### config.mk
export PLATFORM = sky130hd
export DESIGN_NAME = vga_timing_gen
export DESIGN_NICKNAME = d
export VERILOG_FILES = /design/src/rtl/vga_timing_gen.sv
export SDC_FILE = /design/constraint.sdc
export NUM_CORES = 1
export LEC_CHECK = 0
export CORE_MARGIN = 3
export CORE_UTILIZATION = 48
export DETAILED_ROUTE_END_ITERATION = 12
export PLACE_DENSITY = 0.9
export SLEW_MARGIN = 20
export SYNTH_ARGS = -nofsm -noshare
export SYNTH_HDL_FRONTEND = slang
export SYNTH_SLANG_ARGS = --single-unit
### constraint.sdc
create_clock -name vga_clk -period 3.2 [get_ports vga_clk]
set_input_delay 0.48 -clock vga_clk [delete_from_list [all_inputs] [get_ports vga_clk]]
set_output_delay 0.48 -clock vga_clk [all_outputs]
set_load 0.005 [all_outputs]
### src/rtl/vga_timing_gen.sv
// VGA 640x480@60 raster timing generator: pixel/line counters plus sync, blank and frame decode.
// Latency: hs/vs/blank/frame_start are registered and aligned with DrawX/DrawY; there is no decode lag.
// Backpressure: none. The generator runs freely on every vga_clk edge once reset is released.
//
// Ports:
//   vga_clk     in   pixel clock (25 MHz nominal); all state changes on its rising edge
//   reset       in   synchronous, active-high
//   hs, vs      out  horizontal / vertical sync, active-low
//   blank       out  1 while the current pixel lies in the visible area
//   sync        out  composite sync for the DAC, tied to 0
//   DrawX       out  pixel counter within the line (0 .. H_TOTAL-1)
//   DrawY       out  line counter within the frame (0 .. V_TOTAL-1)
//   frame_start out  high for the single cycle where DrawX=0 and DrawY=0
//   frame_cnt   out  completed frames modulo 256
//
// Build option: define VGA_FRAME_COUNT_EN to enable the frame counter.
// Without it, frame_cnt is tied to 8'h00 and no counter flops are built.
//
// The timing parameters default to the 640x480 mode. Smaller values are
// only useful for exercising the frame-level behaviour in short runs.
module vga_timing_gen #(
    parameter int H_VISIBLE = 640,
    parameter int H_FRONT   = 16,
    parameter int H_SYNC    = 96,
    parameter int H_BACK    = 48,
    parameter int V_VISIBLE = 480,
    parameter int V_FRONT   = 10,
    parameter int V_SYNC    = 2,
    parameter int V_BACK    = 33
) (
    input  logic       vga_clk,
    input  logic       reset,
    output logic       hs,
    output logic       vs,
    output logic       blank,
    output logic       sync,
    output logic [9:0] DrawX,
    output logic [9:0] DrawY,
    output logic       frame_start,
    output logic [7:0] frame_cnt
);

    // Decode boundaries as 10-bit constants so every compare is width-matched.
    localparam logic [9:0] H_VIS_LAST   = 10'(H_VISIBLE - 1);
    localparam logic [9:0] H_SYNC_FIRST = 10'(H_VISIBLE + H_FRONT);
    localparam logic [9:0] H_SYNC_LAST  = 10'(H_VISIBLE + H_FRONT + H_SYNC - 1);
    localparam logic [9:0] H_LAST       = 10'(H_VISIBLE + H_FRONT + H_SYNC + H_BACK - 1);
    localparam logic [9:0] V_VIS_LAST   = 10'(V_VISIBLE - 1);
    localparam logic [9:0] V_SYNC_FIRST = 10'(V_VISIBLE + V_FRONT);
    localparam logic [9:0] V_SYNC_LAST  = 10'(V_VISIBLE + V_FRONT + V_SYNC - 1);
    localparam logic [9:0] V_LAST       = 10'(V_VISIBLE + V_FRONT + V_SYNC + V_BACK - 1);

    // run_q is clear for the first edge after reset. That edge presents pixel
    // (0,0) with its real decode (blank=1, frame_start=1) rather than advancing
    // the counters. From then on the counters advance every clock.
    logic       run_q;
    logic [9:0] x_q, x_d;
    logic [9:0] y_q, y_d;
    logic       hs_q, hs_d;
    logic       vs_q, vs_d;
    logic       blank_q, blank_d;
    logic       fs_q, fs_d;

    // Next counter position. The wrap values are compared exactly, so the
    // counters never hold a value beyond the last pixel or line.
    always_comb begin
        x_d = x_q;
        y_d = y_q;
        if (!run_q) begin
            x_d = 10'd0;
            y_d = 10'd0;
        end else if (x_q == H_LAST) begin
            x_d = 10'd0;
            if (y_q == V_LAST) begin
                y_d = 10'd0;
            end else begin
                y_d = y_q + 10'd1;
            end
        end else begin
            x_d = x_q + 10'd1;
        end
    end

    // Decode from the next counter values. The registered outputs therefore
    // line up with the counter values they are registered alongside.
    always_comb begin
        hs_d    = !((x_d >= H_SYNC_FIRST) && (x_d <= H_SYNC_LAST));
        vs_d    = !((y_d >= V_SYNC_FIRST) && (y_d <= V_SYNC_LAST));
        blank_d = (x_d <= H_VIS_LAST) && (y_d <= V_VIS_LAST);
        fs_d    = (x_d == 10'd0) && (y_d == 10'd0);
    end

    always_ff @(posedge vga_clk) begin
        if (reset) begin
            run_q   <= 1'b0;
            x_q     <= 10'd0;
            y_q     <= 10'd0;
            hs_q    <= 1'b1;
            vs_q    <= 1'b1;
            blank_q <= 1'b0;
            fs_q    <= 1'b0;
        end else begin
            run_q   <= 1'b1;
            x_q     <= x_d;
            y_q     <= y_d;
            hs_q    <= hs_d;
            vs_q    <= vs_d;
            blank_q <= blank_d;
            fs_q    <= fs_d;
        end
    end

`ifdef VGA_FRAME_COUNT_EN
    // A frame completes on the clock where the last pixel of the last line
    // wraps to (0,0). The restart out of reset does not count as a frame.
    logic       frame_wrap;
    logic [7:0] frame_cnt_q, frame_cnt_d;

    assign frame_wrap = run_q && (x_q == H_LAST) && (y_q == V_LAST);

    always_comb begin
        frame_cnt_d = frame_cnt_q;
        if (frame_wrap) begin
            frame_cnt_d = frame_cnt_q + 8'd1;
        end
    end

    always_ff @(posedge vga_clk) begin
        if (reset) begin
            frame_cnt_q <= 8'd0;
        end else begin
            frame_cnt_q <= frame_cnt_d;
        end
    end

    assign frame_cnt = frame_cnt_q;
`else
    assign frame_cnt = 8'h00;
`endif

    assign hs          = hs_q;
    assign vs          = vs_q;
    assign blank       = blank_q;
    assign sync        = 1'b0;
    assign DrawX       = x_q;
    assign DrawY       = y_q;
    assign frame_start = fs_q;

endmodule

# Word level (Yosys, flattened, before mapping)
# Index checks and enable logic that the tools add are counted.
# word_totals
regBits	25
wordCells	31
latchBits	0
romBits	0
memories	0
inputBits	2
output_inout_bits	33
ramBits	0
# op_classes
magnitude_cmp	6
mul	0
n_eq_ne	2
shift	0
bitwise_logic	0
muxes	6
reduce_logical	8
add_sub_neg	2
div_mod_pow	0
# ops
cell	count
$mux W10	5
$add A10 B1 Y10 const B	2
$eq A10 B10 Y1 const B	2
$le A10 B10 Y1 const B	2
$le A10 B9 Y1 const B	2
$logic_not A10 Y1	2
$ge A10 B10 Y1 const B	1
$ge A10 B9 Y1 const B	1
$logic_and A1 B1 Y1	4
$logic_not A1 Y1	2
$mux W1	1

# Logic depth before layout (Yosys ltp)
# Gate-level depths: netlist of the first run.
# depth
ltp_word	7
mapped_depth	8
mapped_depth_nobuf	8

# Worst setup path after synthesis of the first run
# OpenSTA, ideal clock, no wires.
# synth_timing
kind	reg2reg
startpoint	register x_q[0] (netlist: DrawX[0])
endpoint	register fs_q (netlist: frame_start)
slack_ns	0.855
setup_time_ns	0.103
synth_period_minus_slack_ns	2.345
t_required_ns	3.097
stages_incl_launch_ff	9
arrival_ns	2.241
cell_sequence	dfxtp_1 ha_1 nand4_2 or3_1 buf_6 or4_1 o31ai_1 o2111ai_1 a2111oi_2
# synth_between
elab_chain_cells	5
elab_cells_between_ends	9
# synth_lines
item	line_no	text
start, declared	57	logic [9:0] x_q, x_d;
start signal, assigned	96	x_q <= 10'd0;
start signal, assigned	104	x_q <= x_d;
$add A10 B1 Y10 or $eq A10 B10 Y1 (tied branches)	80, 72	
$mux W10	72	end else if (x_q == H_LAST) begin
$mux W10	69	if (!run_q) begin
$logic_not A10 Y1	90	fs_d = (x_d == 10'd0) && (y_d == 10'd0);
$logic_and A1 B1 Y1 (*)	90	
end signal, assigned	109	fs_q <= fs_d;
end, declared	62	logic fs_q, fs_d;
# Mark *: on every way between the ends. The rest lies on a longest branch, timed or not.
# A chain may end at the register's enable or synchronous reset.

# Final worst setup path of the first run
# Same ends and word-level chain as after synthesis.

==> results.md, run 1 <==
- Total congestion overflow: 0
- CORE AREA: roughly 2800 sq um
- DR vias: about 1.2k
- Post-cts resize count: 0
- Die span in x: 60.3 um
- Root Driver: clkbuf_4
- Hold Path Class: reg -> reg
- Top_reg_cell synth: dfxtp_1
- Crit path DAT: 2.80 ns
- Final HPWL DP: 2270 um
- Clock Path Buffers: 2
- Final Total Pwr: around 0.00049 W
- Worst rel slew slack: around half
- Hold EP: DrawX[0]
- Synth Instances: 168
- R2r setup slk: ~0.64 ns
- NumNets Final: approximately 200
- Post-CTS Setup Bufs: 0
- Worst EP required: about 3.4 ns
- Warnings from Yosys: 0
- Outcome: completed
- Placed cells: roughly 220
- Final-report hold violation count: 0
- CTS H-tree depth: 1
- Layout cells sized above 1: under 10%
- Antenna-violating nets left: 0
- Max_cap viols: 0
- Total die area: 3630 sq um
- Setup repair after global routing missed its margin: false
- Number of synthesized flops with an enable pin: 0
- Final worst path period need: about 2.6 ns
- CP max FO: 10
- Drt first pass iters: 4
- Fin util: 59.6%
- Critical path class: reg -> reg
- Largest net degree at the start of global routing: 15
- Residual DRC: 0
- Via density: between 5 and 6
- Post-synthesis cell type count: 42
- Async SR Flop Fraction: 0%
- Register area share after synthesis: 35.4%
- Cell Rows: 19
- Initial antenna violation count: 0
- Post-synthesis area per instance: 8.42 sq um
- Worst-margin pin slew: a little over 0.7 ns
- Final setup viols: 0
- Ant. Diodes: 0
- Post-Route WL: about 3100 um
- CTS Sinks: 25
- Lkg Pwr: 0.561 nW
- Fmax: between 300 and 400 MHz
- Synthesized area: about 1400 sq um
- Power Density: just under 300 nW/um^2
- Setup TNS: 0 ns
- Final period utilization: 80.1%
- Synthesis-stage register bit count: 25
- Clk Latency, worst-skew pair: roughly 0.32 ns
- Worst-path clk slew: 0.14 ns
- Final Max Slew Viols: 0
- First-pass GRT wire length: between 5000 and 6000 um
- Number of port buffers: 25
- WHS Path Cells: 1
- Initial DRC Count: 29
- Crit path capture type: flip-flop
- Initial cell density of the core: ~50%
- Skew final: about 0.0091 ns
- Finished Layout Cells: about 220
- Hold path start: DrawX[0]
- Nature of the critical path startpoint: flip-flop
- Gpl congestion: 0.860
- Vias in the first global route: 1126
- Die Span Y: between 60 and 70 um
- Total GRT Usage: 18.8%
- Area grow syn2layout: 17.3%
- R2R depth: 7
- Worst reg2reg path endpoint: frame_start
- CTS tree: done
- Cts hold-fix bufs: 0
- DR WL/cell: around 14 um
- Number of I/O pins: 35
- R2R Path Start: DrawX[0]
- CTS Buf Count: 3
- Peak VDD IR: 226 uV
power by group:
part	internal (W)	total (W)	switching, W
logic	0.00000943	0.0000224	0.0000130
registers	0.000315	0.000319	0.00000407
clock network	0.0000469	0.000144	0.0000972
total	0.000371	0.000485	0.000114
critical path, stage by stage, from the launching register on:
cell and delay, ns:
dfxtp_1 0.44, ha_1 0.25, nand4_2 0.18, or3_1 0.54, or4_1 0.44, o31ai_1 0.08, o2111ai_1 0.18, a2111oi_2 0.37
how the worst max path moves through the flow:
stage                         from          end  cells after the start
final                     DrawX[0]  frame_start                      7
after global routing      DrawX[0]  frame_start                      8
after CTS                 DrawX[0]  frame_start                      7
after detailed placement  DrawX[0]  frame_start                      7
after global placement    DrawX[0]  frame_start                      7
after floorplan           DrawX[0]  frame_start                      8
routing by layer:
layer	GRT usage, %	share of wire, %	vias to the layer above
met5	0	0	-
met4	8.86	1.6	0
met3	4.54	7.8	7
met2	27.3	43	44
met1	25.9	48	559
li1	-	-	635
registers in the layout (all words and copies together) (netlist names):
register and count:
blank 1, vs 1, run_q 1, DrawY 10, DrawX 10, hs 1, frame_start 1
cells in the final DEF (no fill, tap or decap), types with 3 or more instances in the layout:
master / count
ha_1: 3
nand2_1: 10
o31ai_1: 4
a21oi_1: 4
and3_1: 3
nor2_1: 22
nor3_1: 5
conb_1: 9
nor2b_1: 4
dfxtp_1: 25
nand4_1: 5
clkbuf_4: 3
xor2_1: 7
inv_1: 5
nor4_1: 3
nand3_1: 12
xnor2_1: 9
clkdlybuf4s50_1: 25
nand4b_1: 3
layout make-up:
| class | count | area [sq um] |
|---|---|---|
| repair buffers | 26 | 258 |
| clock buffers | 3 | 22.5 |
| fillers | 255 | 1120 |
| inverters | 5 | 18.8 |
| clock inverters | 1 | 5.00 |
| multi-input cells | 130 | 816 |
| flip-flops and latches | 25 | 500 |
| well taps | 31 | 38.8 |
per-stage QoR:
stage	worst slack [ns]	hold slack, ns	cell area [sq um]
6_report	0.637	0.511	1660
5_1_grt	0.495	0.532	1660
4_1_cts	0.659	0.511	1660
3_5_place_dp	0.705	0.478	1630
3_3_place_gp	0.776	0.470	1630
2_1_floorplan	0.855	0.463	1440
cells in the mapped netlist (4+ instances only):
| master | instances | area (sq um) |
|---|---|---|
| nor2b_1 | 4 | 25.0 |
| dfxtp_1 | 25 | 500 |
| nand3_1 | 12 | 60.1 |
| nand2_1 | 10 | 37.5 |
| inv_1 | 5 | 18.8 |
| o31ai_1 | 4 | 30.0 |
| a21oi_1 | 4 | 20.0 |
| nor2_1 | 22 | 82.6 |
| nand4_1 | 5 | 31.3 |
| xnor2_1 | 9 | 78.8 |
| xor2_1 | 7 | 61.3 |
| buf_4 | 10 | 75.1 |
| nor3_1 | 5 | 25.0 |
kinds of logic after synthesis:
group                    count (synthesis)  share of synthesized area, %
AND/OR/NAND/NOR                         78                          29.9
flip-flops                              25                          35.4
AO/OA/AOI/OAI                           24                          12.8
buffers and inverters                   21                          9.03
XOR/XNOR                                16                          9.91
adder cells (fa/ha/maj)                  3                          2.66
other                                    1                         0.265
(Power assumes the default switching activity.)
==> run 2: changes to the inputs <==
- CORE_UTILIZATION: 48 -> 44
- PLACE_DENSITY: 0.9 -> 0.87
- clock period: 3.2 -> 2.2 ns (I/O delays scaled with it)
==> run 2 against run 1 <==
Effect of this change: final cell count grew 14%; critical path depth grew 2; sequential power rose by 45%; die area rose by 8.2%; core utilization up 6.4 points; clock skew decreased by 0.0041 ns; final area is 16% higher; worst hold slack got worse by 0.058 ns; critical path type unchanged; critical endpoint unchanged; largest power group unchanged.
==> results.md, run 2 (synthesized netlist as in run 1, its figures left out) <==
- Crit path DAT: 2.39 ns (was 2.80 ns)
- DR WL/cell: 14.2 um (was 13.9 um)
- Final instance area: 1920 sq um (was 1660 sq um)
- Setup TNS: 0 ns (unchanged)
- Total GRT Usage: 17.9% (was 18.8%)
- Antenna-violating nets left: 0 (unchanged)
- Number of port buffers: 25 (unchanged)
- Lkg Pwr: 0.676 nW (was 0.561 nW)
- Final setup viols: 0 (unchanged)
- Ant. Diodes: 0 (unchanged)
- Fmax: 464 MHz (was 390 MHz)
- Final period utilization: 98.0% (was 80.1%)
- CP peak stage delay: 0.39 ns (was 0.54 ns)
- FILL cells: 228 (was 255)
- Via density: 5.52 (was 5.63)
- Area grow syn2layout: 35.6% (was 17.3%)
- Gpl congestion: 0.877 (was 0.860)
- Worst-path clk slew: 0.13 ns (was 0.14 ns)
- Final-report hold violation count: 0 (unchanged)
- Final Max Slew Viols: 0 (unchanged)
- Final worst path period need: 2.16 ns (was 2.56 ns)
- Die Span Y: 62.7 um (was 60.3 um)
- Die span in x: 62.7 um (was 60.3 um)
- CTS Buf Count: 3 (unchanged)
- Worst path cell trace: inv_2 -> ha_1 -> or3b_4 -> nor4_4 -> buf_4 -> a31oi_1 -> nor2_1 -> o2111ai_1 -> a2111oi_2 (was ha_1 -> nand4_2 -> or3_1 -> or4_1 -> o31ai_1 -> o2111ai_1 -> a2111oi_2)
- Commonest non-fill, non-tap cell in the layout: clkdlybuf4s50_1
- CTS tree: done (unchanged)
- Largest net degree at the start of global routing: 15 (unchanged)
- Initial antenna violation count: 0 (unchanged)
- Initial DRC Count: 79 (was 29)
- CTS Sinks: 25 (unchanged)
- Area taken by flip-flops and latches: 509 sq um (was 500 sq um)
- Peak VDD IR: 234 uV (was 226 uV)
- Initial cell density of the core: 48.7% (was 50.8%)
- Commonest non-fill, non-tap cells in the layout: clkdlybuf4s50_1, dfxtp_1, nor2_1, buf_4, nand3_1 (was dfxtp_1, clkdlybuf4s50_1, nor2_1)
- Root Driver: clkbuf_4 (unchanged)
- Outcome: completed (unchanged)
- Post-placement cell area: 1810 sq um (was 1630 sq um)
- Hold Path Class: reg -> reg (unchanged)
- Total die area: 3930 sq um (was 3630 sq um)
- Post-Route WL: 3570 um (was 3070 um)
- NumNets Final: 216 (was 196)
- Drt first pass iters: 4 (unchanged)
- CP max stage cell: or3b_4 (was or3_1)
- Clk Latency, worst-skew pair: 0.32 ns (about the same)
- Area of the multi-input gates: 902 sq um (was 816 sq um)
- First-pass GRT wire length: 5690 um (was 5140 um)
- CTS H-tree depth: 1 (unchanged)
- Vias in the first global route: 1180 (was 1126)
- DR vias: 1390 (was 1245)
- Cell Rows: 19 (unchanged)
- Skew final: 0.00500 ns (was 0.00914 ns)
- Max_cap viols: 0 (unchanged)
- CP max FO: 4 (was 10)
- Worst EP required: 2.43 ns (was 3.44 ns)
- Layout cells sized above 1: 21.4% (was 5.26%)
- CORE AREA: 2900 sq um (was 2780 sq um)
- Power Density: 367 nW/um^2 (was 293 nW/um^2)
- Nature of the critical path startpoint: flip-flop (unchanged)
- Final HPWL DP: 2600 um (was 2270 um)
- Final Total Pwr: 0.000704 W (was 0.000485 W)
- Crit path capture type: flip-flop (unchanged)
- Setup repair after global routing missed its margin: true (was false)
- Total congestion overflow: 0 (unchanged)
- Residual DRC: 0 (unchanged)
- Clock Path Buffers: 2 (unchanged)
- Critical path class: reg -> reg (unchanged)
- Number of I/O pins: 35 (unchanged)
## run 2: timing repair
item / CTS / global route
hold buffers: 0 / 0
buffers inserted: 0 / 2
pin swaps: 0 / 5
endpoints found under the setup margin: 1 / 3
resized for setup: 1 / 15
hold endpoints to repair: 0 / 0
## run 2: metrics by stage
stage               std cells  setup WS [ns]  util (%)  hold slack (ns)
global route              252        -0.0712      66.1            0.460
global placement          246         0.0372      62.4            0.445
finish                    252         0.0438      66.1            0.453
detailed placement        246         0.0424      62.4            0.453
floorplan                 176        0.00225         -            0.409
CTS                       250         0.0120      63.6            0.473
## run 2: final timing paths
| path | start | to | slack (ns) | cells after the start |
|---|---|---|---|---|
| worst max-delay path | DrawY[0] | frame_start | 0.04 | 9 |
| worst min-delay path | DrawX[0] | DrawX[0] | 0.45 | 1 |
| worst min register to register | DrawX[0] | DrawX[0] | 0.45 | 1 |
| worst max register to register | DrawY[0] | frame_start | 0.04 | 9 |
## run 2: layout make-up
type | count | share of cell area (%)
timing repair buffer | 46 | 21.3
tap | 42 | 2.74
clock buffer | 4 | 1.37
inverter | 5 | 0.979
sequential | 25 | 26.6
multi-input combinational | 130 | 47.1
## run 2: critical path, delay by kind of cell (launching register included)
kind	cells	cell delay [ns]
AND/OR/NAND/NOR	3	0.82
AO/OA/AOI/OAI	3	0.51
flip-flops	1	0.35
buffers and inverters	2	0.24
adder cells (fa/ha/maj)	1	0.16
## run 2: layer usage
| metal | GRT usage, % | share of wire [%] | up-vias |
|---|---|---|---|
| met5 | 0 | 0 | - |
| met4 | 6.34 | 2.1 | 0 |
| met2 | 27.8 | 47 | 59 |
| met3 | 2.70 | 6.0 | 8 |
| met1 | 24.9 | 45 | 649 |
| li1 | - | - | 674 |
## run 2: where the power goes
part	internal [W]	switching (W)
combinational	0.0000167	0.0000213
sequential	0.000457	0.00000595
clock	0.0000710	0.000132
total	0.000544	0.000160
